`src/rtl/stopwatch_ctrl.sv`:
```
// Stopwatch control: key synchronise/debounce and the IDLE/RUN/PAUSE/FULL state machine.
// Define STOPWATCH_LAP_EN to add the lap key and the lap_freeze output.
module stopwatch_key #(
    parameter int DEBOUNCE_MS = 20
) (
    input  logic clk,
    input  logic rst_n,
    input  logic key_n,
    output logic press
);
    logic       sync_p0;
    logic       sync_p1;
    logic       level;
    logic [7:0] cnt;

    always_ff @(posedge clk or negedge rst_n) begin
        if (!rst_n) begin
            sync_p0 <= 1'b1;
            sync_p1 <= 1'b1;
            level   <= 1'b1;
            cnt     <= 8'd0;
            press   <= 1'b0;
        end else begin
            sync_p0 <= key_n;
            sync_p1 <= sync_p0;
            press   <= 1'b0;
            if (sync_p1 == level) begin
                cnt <= 8'd0;
            end else if (cnt == 8'(DEBOUNCE_MS)) begin
                // Accepting a change away from released (1) is a press.
                level <= sync_p1;
                cnt   <= 8'd0;
                press <= level;
            end else begin
                cnt <= cnt + 8'd1;
            end
        end
    end
endmodule

module stopwatch_ctrl #(
    parameter int DEBOUNCE_MS = 20
) (
    input  logic       clk,
    input  logic       rst_n,
    input  logic       key_start_n,
    input  logic       key_reset_n,
`ifdef STOPWATCH_LAP_EN
    input  logic       key_lap_n,
`endif
    input  logic       at_max,
    output logic       enable,
    output logic       reset_counter,
`ifdef STOPWATCH_LAP_EN
    output logic       lap_freeze,
`endif
    output logic [1:0] state,
    output logic       run_led
);
    typedef enum logic [1:0] {
        IDLE  = 2'b00,
        RUN   = 2'b01,
        PAUSE = 2'b10,
        FULL  = 2'b11
    } state_t;

    state_t st;
    logic   start_evt;
    logic   reset_evt;

    stopwatch_key #(.DEBOUNCE_MS(DEBOUNCE_MS)) u_key_start (
        .clk(clk), .rst_n(rst_n), .key_n(key_start_n), .press(start_evt)
    );
    stopwatch_key #(.DEBOUNCE_MS(DEBOUNCE_MS)) u_key_reset (
        .clk(clk), .rst_n(rst_n), .key_n(key_reset_n), .press(reset_evt)
    );

    always_ff @(posedge clk or negedge rst_n) begin
        if (!rst_n) begin
            st            <= IDLE;
            enable        <= 1'b0;
            reset_counter <= 1'b0;
        end else begin
            reset_counter <= 1'b0;
            // Reset outranks every other event in every state.
            if (reset_evt) begin
                st            <= IDLE;
                enable        <= 1'b0;
                reset_counter <= 1'b1;
            end else begin
                case (st)
                    IDLE: if (start_evt) begin
                        st     <= RUN;
                        enable <= 1'b1;
                    end
                    RUN: if (at_max) begin
                        st     <= FULL;
                        enable <= 1'b0;
                    end else if (start_evt) begin
                        st     <= PAUSE;
                        enable <= 1'b0;
                    end
                    PAUSE: if (start_evt) begin
                        st     <= RUN;
                        enable <= 1'b1;
                    end
                    default: ;
                endcase
            end
        end
    end

`ifdef STOPWATCH_LAP_EN
    logic lap_evt;

    stopwatch_key #(.DEBOUNCE_MS(DEBOUNCE_MS)) u_key_lap (
        .clk(clk), .rst_n(rst_n), .key_n(key_lap_n), .press(lap_evt)
    );

    // Freeze only survives while the watch stays in RUN.
    always_ff @(posedge clk or negedge rst_n) begin
        if (!rst_n) begin
            lap_freeze <= 1'b0;
        end else if (st != RUN || reset_evt || at_max || start_evt) begin
            lap_freeze <= 1'b0;
        end else if (lap_evt) begin
            lap_freeze <= ~lap_freeze;
        end
    end
`endif

    assign state   = st;
    assign run_led = enable;
endmodule

```
`config.mk`:
```
export PLATFORM = sky130hd
export DESIGN_NAME = stopwatch_ctrl
export DESIGN_NICKNAME = d
export VERILOG_FILES = /design/src/rtl/stopwatch_ctrl.sv
export SDC_FILE = /design/constraint.sdc
export NUM_CORES = 1
export LEC_CHECK = 0
export BUFFER_PORTS_ARGS = -buffer_cell sky130_fd_sc_hd__buf_4
export CAP_MARGIN = 20
export CORE_MARGIN = 4
export CORE_UTILIZATION = 65
export CTS_BUF_LIST = sky130_fd_sc_hd__clkbuf_4 sky130_fd_sc_hd__clkbuf_8
export DETAILED_ROUTE_END_ITERATION = 16
export PLACE_DENSITY = 0.85
export SETUP_SLACK_MARGIN = 0.5
export SYNTH_ARGS = -nofsm -noshare
export SYNTH_HDL_FRONTEND = slang
export SYNTH_HIERARCHICAL = 1
export SYNTH_SLANG_ARGS = --single-unit
```
`constraint.sdc`:
```
create_clock -name clk -period 3.7 [get_ports clk]
set_input_delay 0.37 -clock clk [delete_from_list [all_inputs] [get_ports clk]]
set_output_delay 0.37 -clock clk [all_outputs]
set_load 0.1 [all_outputs]
```
==> results of run 1 <==
-- Yosys cell counts, drive strengths merged --
| master | number | area, sq um |
|---|---|---|
| nand4b | 2 | 17.5 |
| or4 | 2 | 22.5 |
| and2b | 2 | 15.0 |
| dfstp | 6 | 158 |
| a2111oi | 1 | 15.0 |
| nand2 | 2 | 7.51 |
| xor2 | 6 | 52.6 |
| ha | 4 | 50.1 |
| o21ai | 7 | 35.0 |
| nor2 | 10 | 37.5 |
| a21oi | 7 | 35.0 |
| mux2 | 2 | 30.0 |
| or2 | 1 | 6.26 |
| nor3b | 2 | 15.0 |
| nand4 | 2 | 12.5 |
| inv | 7 | 26.3 |
| a311oi | 1 | 8.76 |
| o41ai | 2 | 17.5 |
| and3 | 2 | 15.0 |
| buf | 1 | 7.51 |
| nand3 | 8 | 40.0 |
| nand2b | 1 | 6.26 |
| or3 | 6 | 37.5 |
| dfrtp | 22 | 551 |
| xnor2 | 4 | 35.0 |
-- worst reg2reg max path: stages (launching register included) --
cell	delay, ns
dfrtp_1	0.47
inv_1	0.08
ha_1	0.14
nand4b_1	0.12
o41ai_1	0.67
nor2_1	0.12
-- cell families (layout without fill, tap and decap cells) --
kind of cell             after synthesis  in the layout  synth area share [%]
AND/OR/NAND/NOR                       40             40                  18.6
AO/OA/AOI/OAI                         18             18                  8.88
adder cells (fa/ha/maj)                4              4                  3.99
multiplexers                           2              2                  2.40
XOR/XNOR                              10             10                  6.99
flip-flops                            28             28                  56.5
buffers and inverters                  8             21                  2.70
-- power by group through the flow --
stage	clock network, mW	logic (mW)	registers [mW]
6_report	0.194	0.0290	0.326
5_1_grt	0.214	0.0345	0.328
4_1_cts	0.200	0.0296	0.326
3_5_place_dp	0	0.0284	0.331
3_3_place_gp	0	0.0271	0.330
2_1_floorplan	0	0.0156	0.329
-- cell usage in the layout, fill, tap and decap left out, drive strengths merged --
master	count
nor2	10
o41ai	2
clkbuf	3
and3	2
buf	9
mux2	2
dfrtp	22
a2111oi	1
or4	2
nand4b	2
and2b	2
nor3b	2
xor2	6
or3	6
a311oi	1
nand4	2
or2	1
nand2b	1
a21oi	7
xnor2	4
dlygate4sd3	1
dfstp	6
ha	4
bufinv	1
nand2	2
o21ai	7
nand3	8
inv	7
-- final cells by class --
| cell class | instances | area, sq um |
|---|---|---|
| clock buffers | 3 | 22.5 |
| clock inverters | 1 | 30.0 |
| fillers | 121 | 375 |
| inverters | 7 | 26.3 |
| multi-input cells | 74 | 512 |
| flip-flops and latches | 28 | 708 |
| well taps | 25 | 31.3 |
| repair buffers | 10 | 77.6 |
-- per-stage QoR --
step	utilization [%]	instance area (sq um)	instances	setup slack (ns)
finish	78.9	1410	148	1.98
CTS	78.9	1410	148	1.98
global placement	75.4	1350	143	2.03
global route	78.9	1410	148	1.75
floorplan	-	1250	110	1.98
detailed placement	75.4	1350	143	2.00
-- layer usage --
metal	up-vias	global-route usage (%)
met5	-	0
li1	412	-
met3	2	4.30
met4	0	7.86
met2	29	34.1
met1	415	25.8
-- flip-flops by register name (all words and copies together) (netlist names) --
name                 flops
u_key_reset/level        1
u_key_reset/cnt          8
u_key_start/level        1
enable                   1
u_key_start/sync_p0      1
u_key_start/sync_p1      1
state                    2
u_key_reset/press        1
u_key_reset/sync_p0      1
u_key_start/cnt          8
reset_counter            1
u_key_start/press        1
u_key_reset/sync_p1      1
-- path summary, 6_finish.rpt --
check | endpoint | slack, ns
hold / removal | u_key_reset/sync_p0 | 0.13
setup reg to reg | u_key_reset/cnt[4] | 1.98
hold reg to reg | u_key_start/sync_p1 | 0.36
max in group asynchronous | u_key_start/sync_p0 | 2.92
min in group asynchronous | reset_counter | 0.48
setup / recovery | u_key_reset/cnt[4] | 1.98
==> impl_metrics.csv, run 1 <==
group,metric,value,unit
outcome,status,"finished, final reports clean",
synthesis,netlist_instances,110,
min_path,worstHoldPathCells,1,
clock_network,cts_buffer_depth,2,
power_and_ir_drop,power.total,0.549,mW
cells_and_area,fin_nets,133,
setup_path,critical-path-top-delay-family,"compound AO/OA/AOI/OAI gates",
clock_network,cts.sinks,28,
setup_path,cp.arrival,1.91,ns
die,die_w,51.9,microns
setup_path,crit_cells,5,
synthesis,syn_area_per_cell,11.4,sq um
sta,finClkSkew,0.00829,ns
synthesis,synthesis.area,1250,sq um
route,wl,2270,microns
synthesis,yosysWarningCount,6,
power_and_ir_drop,combPwrFrac,5.3,%
clock_network,post_cts_buffers,0,
min_path,hold_class,"input port to flip-flop",
global_route,grt_pass1_vias,916,
route,vias,858,
route,first_iter_violations,8,
power_and_ir_drop,p_clk_share,35.3,%
clock_network,root_buffer,"clkbuf_4",
cells_and_area,syn2layout_area_growth,12.3,%
global_route,grt_pass1_wl,4020,microns
cells_and_area,drive_above_1_share,21.1,%
sta,max_slew_margin,47.2,%
placed_design,globalplace.congestion,0.841,
power_and_ir_drop,internal_power,0.438,mW
route,drcViolationCount,0,
min_path,hp-start,"key_reset_n",
power_and_ir_drop,p_seq_share,59.4,%
clock_network,cts.clk_slew.worst_paths,0.14,ns
die,start_util,70.3,%
sta,tns,0,ns
global_route,grt_use_total,20.4,%
die,core-area,1780,sq um
power_and_ir_drop,p_switching,0.111,mW
power_and_ir_drop,p_leak,0.617,nW
synthesis,ys_types,25,
clock_network,cts_tree,"built",
route,wl_met3,129,microns
global_route,antenna_found_initial,0,
setup_path,crit_slowest_cell,"o41ai_1",
sta,timing.hold.ws,0.134,ns
global_route,grt_overflow,0,
flow_run,cap_violations,0,
route,ant_nets,0,
setup_path,r2r-start,"u_key_reset/cnt[0]",
setup_path,worst_ep_required_time,3.90,ns
sta,setup_viol,0,
route,viasPerCell,5.80,
setup_path,crit_path_max_fanout,6,
sta,hold_viol,0,
global_route,grt_start_max_net_pins,29,
clock_network,cts_made_buffers,3,
setup_path,start_kind,"flip-flop",
setup_path,crit_type,"flip-flop to flip-flop",
synthesis,syn_nets,119,
power_and_ir_drop,power_density,390,nW/um^2
setup_path,worstPathBufferInverterCount,1,
synthesis,yosysSeqAreaShare,56.5,%
cells_and_area,n_antenna_cell,0,
die,io_pins,10,
route,top_layer,"met4",
setup_path,cpPeakStageDelay,0.67,ns
placed_design,dp_hpwl,1520,microns
sta,slew_violations,0,
setup_path,startpoint,"u_key_reset/cnt[0]",
sta,timing.final.crit_share,46.4,%
setup_path,crit_path_end_kind,"flip-flop",
die,die_height,51.9,microns
power_and_ir_drop,max-vdd-ir-drop,410,uV
die,rows,15,
sta,tightest_slew,0.781,ns
route,m1WireLength,1000,microns
clock_network,cts_resized,0,
power_and_ir_drop,swShare,20.3,%
clock_network,holdBufCountCts,1,
synthesis,synth_seq_cells,28,
sta,rsz0062_at_grt,"false",
route,dr.pass1.iters,4,
setup_path,worstRegToRegCells,5,
route,dr_wl_met2,1120,microns
sta,min_period,1.72,ns
sta,fmax,0.582,GHz
setup_path,path_cells,"inv_1 > ha_1 > nand4b_1 > o41ai_1 > nor2_1",
route,wl_per_cell,15.3,microns
placed_design,io_buffers,9,
clock_network,h-tree-depth,1,
clock_network,clkLatencyLatePin,0.32,ns
die,die_area,2700,sq um
Note: power is estimated with default switching activity, not from simulation.
==> inputs of run 2 (changes only) <==
CORE_UTILIZATION = 60   (was 65)
PLACE_DENSITY = 0.8   (was 0.85)
clock period = 1.7 ns   (was 3.7 ns; I/O delays follow)
==> impl_metrics.csv, run 2 (same netlist as run 1, synthesis figures left out) <==
group,metric,value,unit
cells_and_area,drive_above_1_share,45.8,%
power_and_ir_drop,max-vdd-ir-drop,607,uV
sta,hold_viol,0,
sta,slew_violations,0,
clock_network,cts.clk_slew.worst_paths,0.14,ns
sta,worst_slack,0.0331,ns
die,io_pins,10,
placed_design,dp_hpwl,1590,microns
setup_path,crit_path_max_fanout,5,
cells_and_area,fin_nets,152,
cells_and_area,n_antenna_cell,0,
die,start_util,63.3,%
setup_path,crit_type,"flip-flop to flip-flop",
global_route,grt_pass1_wl,4210,microns
cells_and_area,syn2layout_area_growth,35.5,%
min_path,worstHoldPathCells,3,
sta,tightest_slew,0.347,ns
global_route,grt_start_max_net_pins,29,
min_path,hold_class,"input port to flip-flop",
placed_design,place_ws,0.0600,ns
route,ant_nets,0,
outcome,status,"finished, final reports clean",
route,dr.pass1.iters,4,
sta,timing.hold.ws,0.115,ns
clock_network,h-tree-depth,1,
setup_path,start_kind,"flip-flop",
die,die_area,2880,sq um
route,vias,1043,
route,viasPerCell,6.17,
placed_design,globalplace.congestion,0.803,
cells_and_area,fin_util,85.7,%
cells_and_area,final_cell_mix,"buf_4, dfrtp_1, nand3_1",
clock_network,root_buffer,"clkbuf_4",
power_and_ir_drop,power_density,688,nW/um^2
sta,fmax,0.600,GHz
power_and_ir_drop,p_leak,0.726,nW
route,wl_per_cell,19.5,microns
flow_run,cap_violations,0,
die,rows,16,
route,drcViolationCount,0,
clock_network,cts.sinks,28,
sta,setup_viol,0,
setup_path,crit_path_end_kind,"flip-flop",
die,core-area,1980,sq um
die,die_w,53.7,microns
clock_network,clkLatencyLatePin,0.32,ns
route,first_iter_violations,34,
clock_network,cts_tree,"built",
setup_path,worst_ep_required_time,1.91,ns
clock_network,cts_made_buffers,3,
setup_path,cp.arrival,1.88,ns
clock_network,cts_buffer_depth,2,
cells_and_area,final_common_cell,"buf_4",
global_route,grt_overflow,0,
power_and_ir_drop,power.total,1.17,mW
placed_design,io_buffers,9,
cells_and_area,fillers,93,
route,wl,3290,microns
global_route,antenna_found_initial,0,
sta,timing.final.crit_share,98.1,%
die,die_height,53.7,microns
sta,finClkSkew,0.00455,ns
sta,min_period,1.67,ns
sta,rsz0062_at_grt,"true",
global_route,grt_use_total,20.5,%
global_route,grt_pass1_vias,957,
setup_path,worstRegToRegCells,8,
sta,max_slew_margin,76.9,%
==> run 2: final timing paths <==
| check | start | to | slack, ns |
|---|---|---|---|
| hold / removal | at_max | state[0] | 0.11 |
| hold reg to reg | u_key_reset/sync_p0 | u_key_reset/sync_p1 | 0.37 |
| setup reg to reg | u_key_start/cnt[1] | u_key_start/cnt[7] | 0.03 |
| setup / recovery | u_key_start/cnt[1] | u_key_start/cnt[7] | 0.03 |
| min in group asynchronous | rst_n | enable | 0.27 |
| max in group asynchronous | rst_n | u_key_reset/sync_p1 | 1.12 |
==> run 2: per-stage QoR <==
step | cell area (sq um) | std cells | setup TNS, ns
3_5_place_dp | 1370 | 147 | 0
6_report | 1700 | 169 | 0
3_3_place_gp | 1370 | 147 | 0
2_1_floorplan | 1260 | 110 | 0
5_1_grt | 1700 | 169 | -0.0359
4_1_cts | 1570 | 164 | 0
==> run 2: critical path, cell delays in order, from the launching register on <==
cell	delay, ns
dfrtp_1	0.45
inv_2	0.08
ha_4	0.13
nand4b_1	0.14
buf_4	0.18
buf_6	0.11
o41ai_2	0.21
buf_4	0.22
a21oi_1	0.05
==> run 2: power by group <==
group	internal [mW]	switching [mW]
logic	0.0749	0.0736
registers	0.687	0.0185
clock network	0.131	0.183
==> run 2: cell type report <==
class	count	area [sq um]	area share [%]
flip-flops and latches	28	721	42.4
inverters	7	26.3	1.55
multi-input cells	74	601	35.3
repair buffers	29	282	16.6
clock buffers	4	36.3	2.14
well taps	27	33.8	1.99
==> run 2: repair_timing <==
action                     in CTS  in global routing
setup endpoints to repair      22                 22
gates cloned                    0                  0
hold endpoints to repair       24                  0
resized for setup              14                 24
setup buffers                  10                  5
hold buffers                    3                  0
pin swaps                       4                  8
==> run 2: per-layer routing <==
layer / track usage (%) / share of wire (%) / vias up
li1: - / - / 449
met1: 23.2 / 39 / 522
met2: 36.7 / 50 / 55
met3: 6.37 / 6.3 / 17
met4: 5.96 / 4.6 / 0
met5: 0 / 0 / -
==> inputs of run 3 (changes only) <==
MAX_ROUTING_LAYER = met4   (was not set)
==> impl_metrics.csv, run 3 (same netlist as run 1, synthesis figures left out) <==
group,metric,value,unit
route,ant_nets,0,
setup_path,crit_path_end_kind,"flip-flop",
clock_network,root_buffer,"clkbuf_4",
sta,min_period,1.66,ns
placed_design,io_buffers,9,
route,wl,3250,microns
min_path,worstHoldPathCells,3,
die,rows,16,
clock_network,h-tree-depth,1,
placed_design,globalplace.congestion,0.815,
cells_and_area,fillers,93,
flow_run,cap_violations,0,
die,die_area,2880,sq um
die,die_w,53.7,microns
placed_design,dp_hpwl,1590,microns
global_route,antenna_found_initial,0,
die,io_pins,10,
setup_path,crit_type,"flip-flop to flip-flop",
die,die_height,53.7,microns
outcome,status,"finished, final reports clean",
power_and_ir_drop,power_density,688,nW/um^2
power_and_ir_drop,combPwrFrac,12.6,%
route,drcViolationCount,0,
clock_network,cts_made_buffers,3,
die,core-area,1980,sq um
global_route,grt_pass1_wl,4210,microns
setup_path,r2r-start,"u_key_reset/cnt[0]",
global_route,grt_pass1_vias,959,
setup_path,worst_ep_required_time,1.97,ns
setup_path,ff2ff_setup_slack,0.04,ns
min_path,hp-start,"at_max",
setup_path,start_kind,"flip-flop",
cells_and_area,fin_nets,152,
cells_and_area,finalNonFillerCells,169,
setup_path,worstRegToRegCells,5,
placed_design,place_inst,147,
power_and_ir_drop,p_switching,0.275,mW
min_path,hold_end,"state[0]",
power_and_ir_drop,p_seq_share,60.4,%
die,start_util,63.3,%
cells_and_area,final_cell_mix,"buf_4, dfrtp_1, nand3_1",
sta,max_slew_margin,77.2,%
sta,slew_violations,0,
power_and_ir_drop,internal_power,0.893,mW
power_and_ir_drop,max-vdd-ir-drop,604,uV
setup_path,r2r_end,"u_key_reset/level",
power_and_ir_drop,swShare,23.6,%
sta,rsz0062_at_grt,"true",
sta,setup_viol,0,
clock_network,cts.clk_slew.worst_paths,0.14,ns
route,vias,1027,
cells_and_area,final_common_cell,"buf_4",
cells_and_area,n_antenna_cell,0,
global_route,grt_start_max_net_pins,29,
cells_and_area,drive_above_1_share,45.8,%
power_and_ir_drop,p_leak,0.726,nW
min_path,hold_class,"input port to flip-flop",
route,dr.pass1.iters,4,
clock_network,cts.sinks,28,
sta,timing.final.crit_share,97.5,%
route,wl_per_cell,19.2,microns
clock_network,cts_buffer_depth,2,
power_and_ir_drop,p_clk_share,27.0,%
cells_and_area,fin_util,85.7,%
sta,hold_viol,0,
clock_network,clkLatencyLatePin,0.33,ns
sta,finClkSkew,0.00581,ns
global_route,grt_use_total,21.1,%
route,viasPerCell,6.08,
setup_path,crit_path_max_fanout,3,
cells_and_area,syn2layout_area_growth,35.5,%
sta,tightest_slew,0.342,ns
route,first_iter_violations,27,
clock_network,cts_tree,"built",
setup_path,cp.arrival,1.93,ns
global_route,grt_overflow,0,
sta,fmax,0.604,GHz
sta,tns,0,ns
==> run 3: cell counts in the layout (fill, tap and decap cells not counted) <==
No cell type changed its count.
==> run 3: what timing repair did <==
| item | CTS | global route |
|---|---|---|
| setup endpoints to repair | 22 | 22 |
| pin swaps | 4 | 8 |
| hold endpoints to repair | 24 | 0 |
| buffers inserted | 10 | 5 |
| resized for setup | 14 | 24 |
| hold buffers | 3 | 0 |
==> run 3: area by class of cell <==
cell class	count	area, sq um	share of cell area, %
Timing Repair Buffer	29	282	16.6
Tap cell	27	33.8	1.99
Clock buffer	4	36.3	2.14
Multi-Input combinational cell	74	601	35.3
Sequential cell	28	721	42.4
Inverter	7	26.3	1.55
==> run 3: through the flow <==
| stage | worst slack, ns | hold WS (ns) | total power, mW | area, sq um |
|---|---|---|---|---|
| floorplan | 0.191 | -0.126 | 0.749 | 1260 |
| global placement | 0.167 | 0.0976 | 0.783 | 1370 |
| detailed placement | 0.0600 | 0.0986 | 0.787 | 1370 |
| CTS | 0.135 | 0.0953 | 1.14 | 1570 |
| global route | -0.0266 | 0.114 | 1.22 | 1700 |
| finish | 0.0433 | 0.119 | 1.17 | 1700 |
==> run 3: power groups by stage <==
stage	clock [mW]	sequential [mW]	combinational, mW
2_1_floorplan	0	0.715	0.0340
3_5_place_dp	0	0.720	0.0668
6_report	0.315	0.705	0.147
4_1_cts	0.323	0.701	0.111
5_1_grt	0.349	0.707	0.160
3_3_place_gp	0	0.718	0.0646
==> run 3: how the worst max path moves through the flow <==
stage                             from                 to  cells past startpoint
floorplan           u_key_reset/cnt[0]  u_key_reset/level                      5
global placement    u_key_start/cnt[0]  u_key_start/level                      5
detailed placement  u_key_start/cnt[0]  u_key_start/level                      5
CTS                 u_key_start/cnt[1]  u_key_start/level                      5
global route        u_key_reset/cnt[0]  u_key_reset/level                      5
finish              u_key_reset/cnt[0]  u_key_reset/level                      5
==> run 3: critical path, cell delays in order (launching register included) <==
cell and delay [ns]:
dfrtp_1 0.41, inv_1 0.07, ha_1 0.17, nand4b_1 0.15, or4_4 0.49, mux2_4 0.31
==> run 3: layer usage <==
metal	up-vias	wire length [microns]	global-route usage, %
li1	449	-	-
met1	510	1280	23.2
met2	53	1640	36.7
met3	15	191	6.37
met4	0	137	5.96
met5	-	0	-
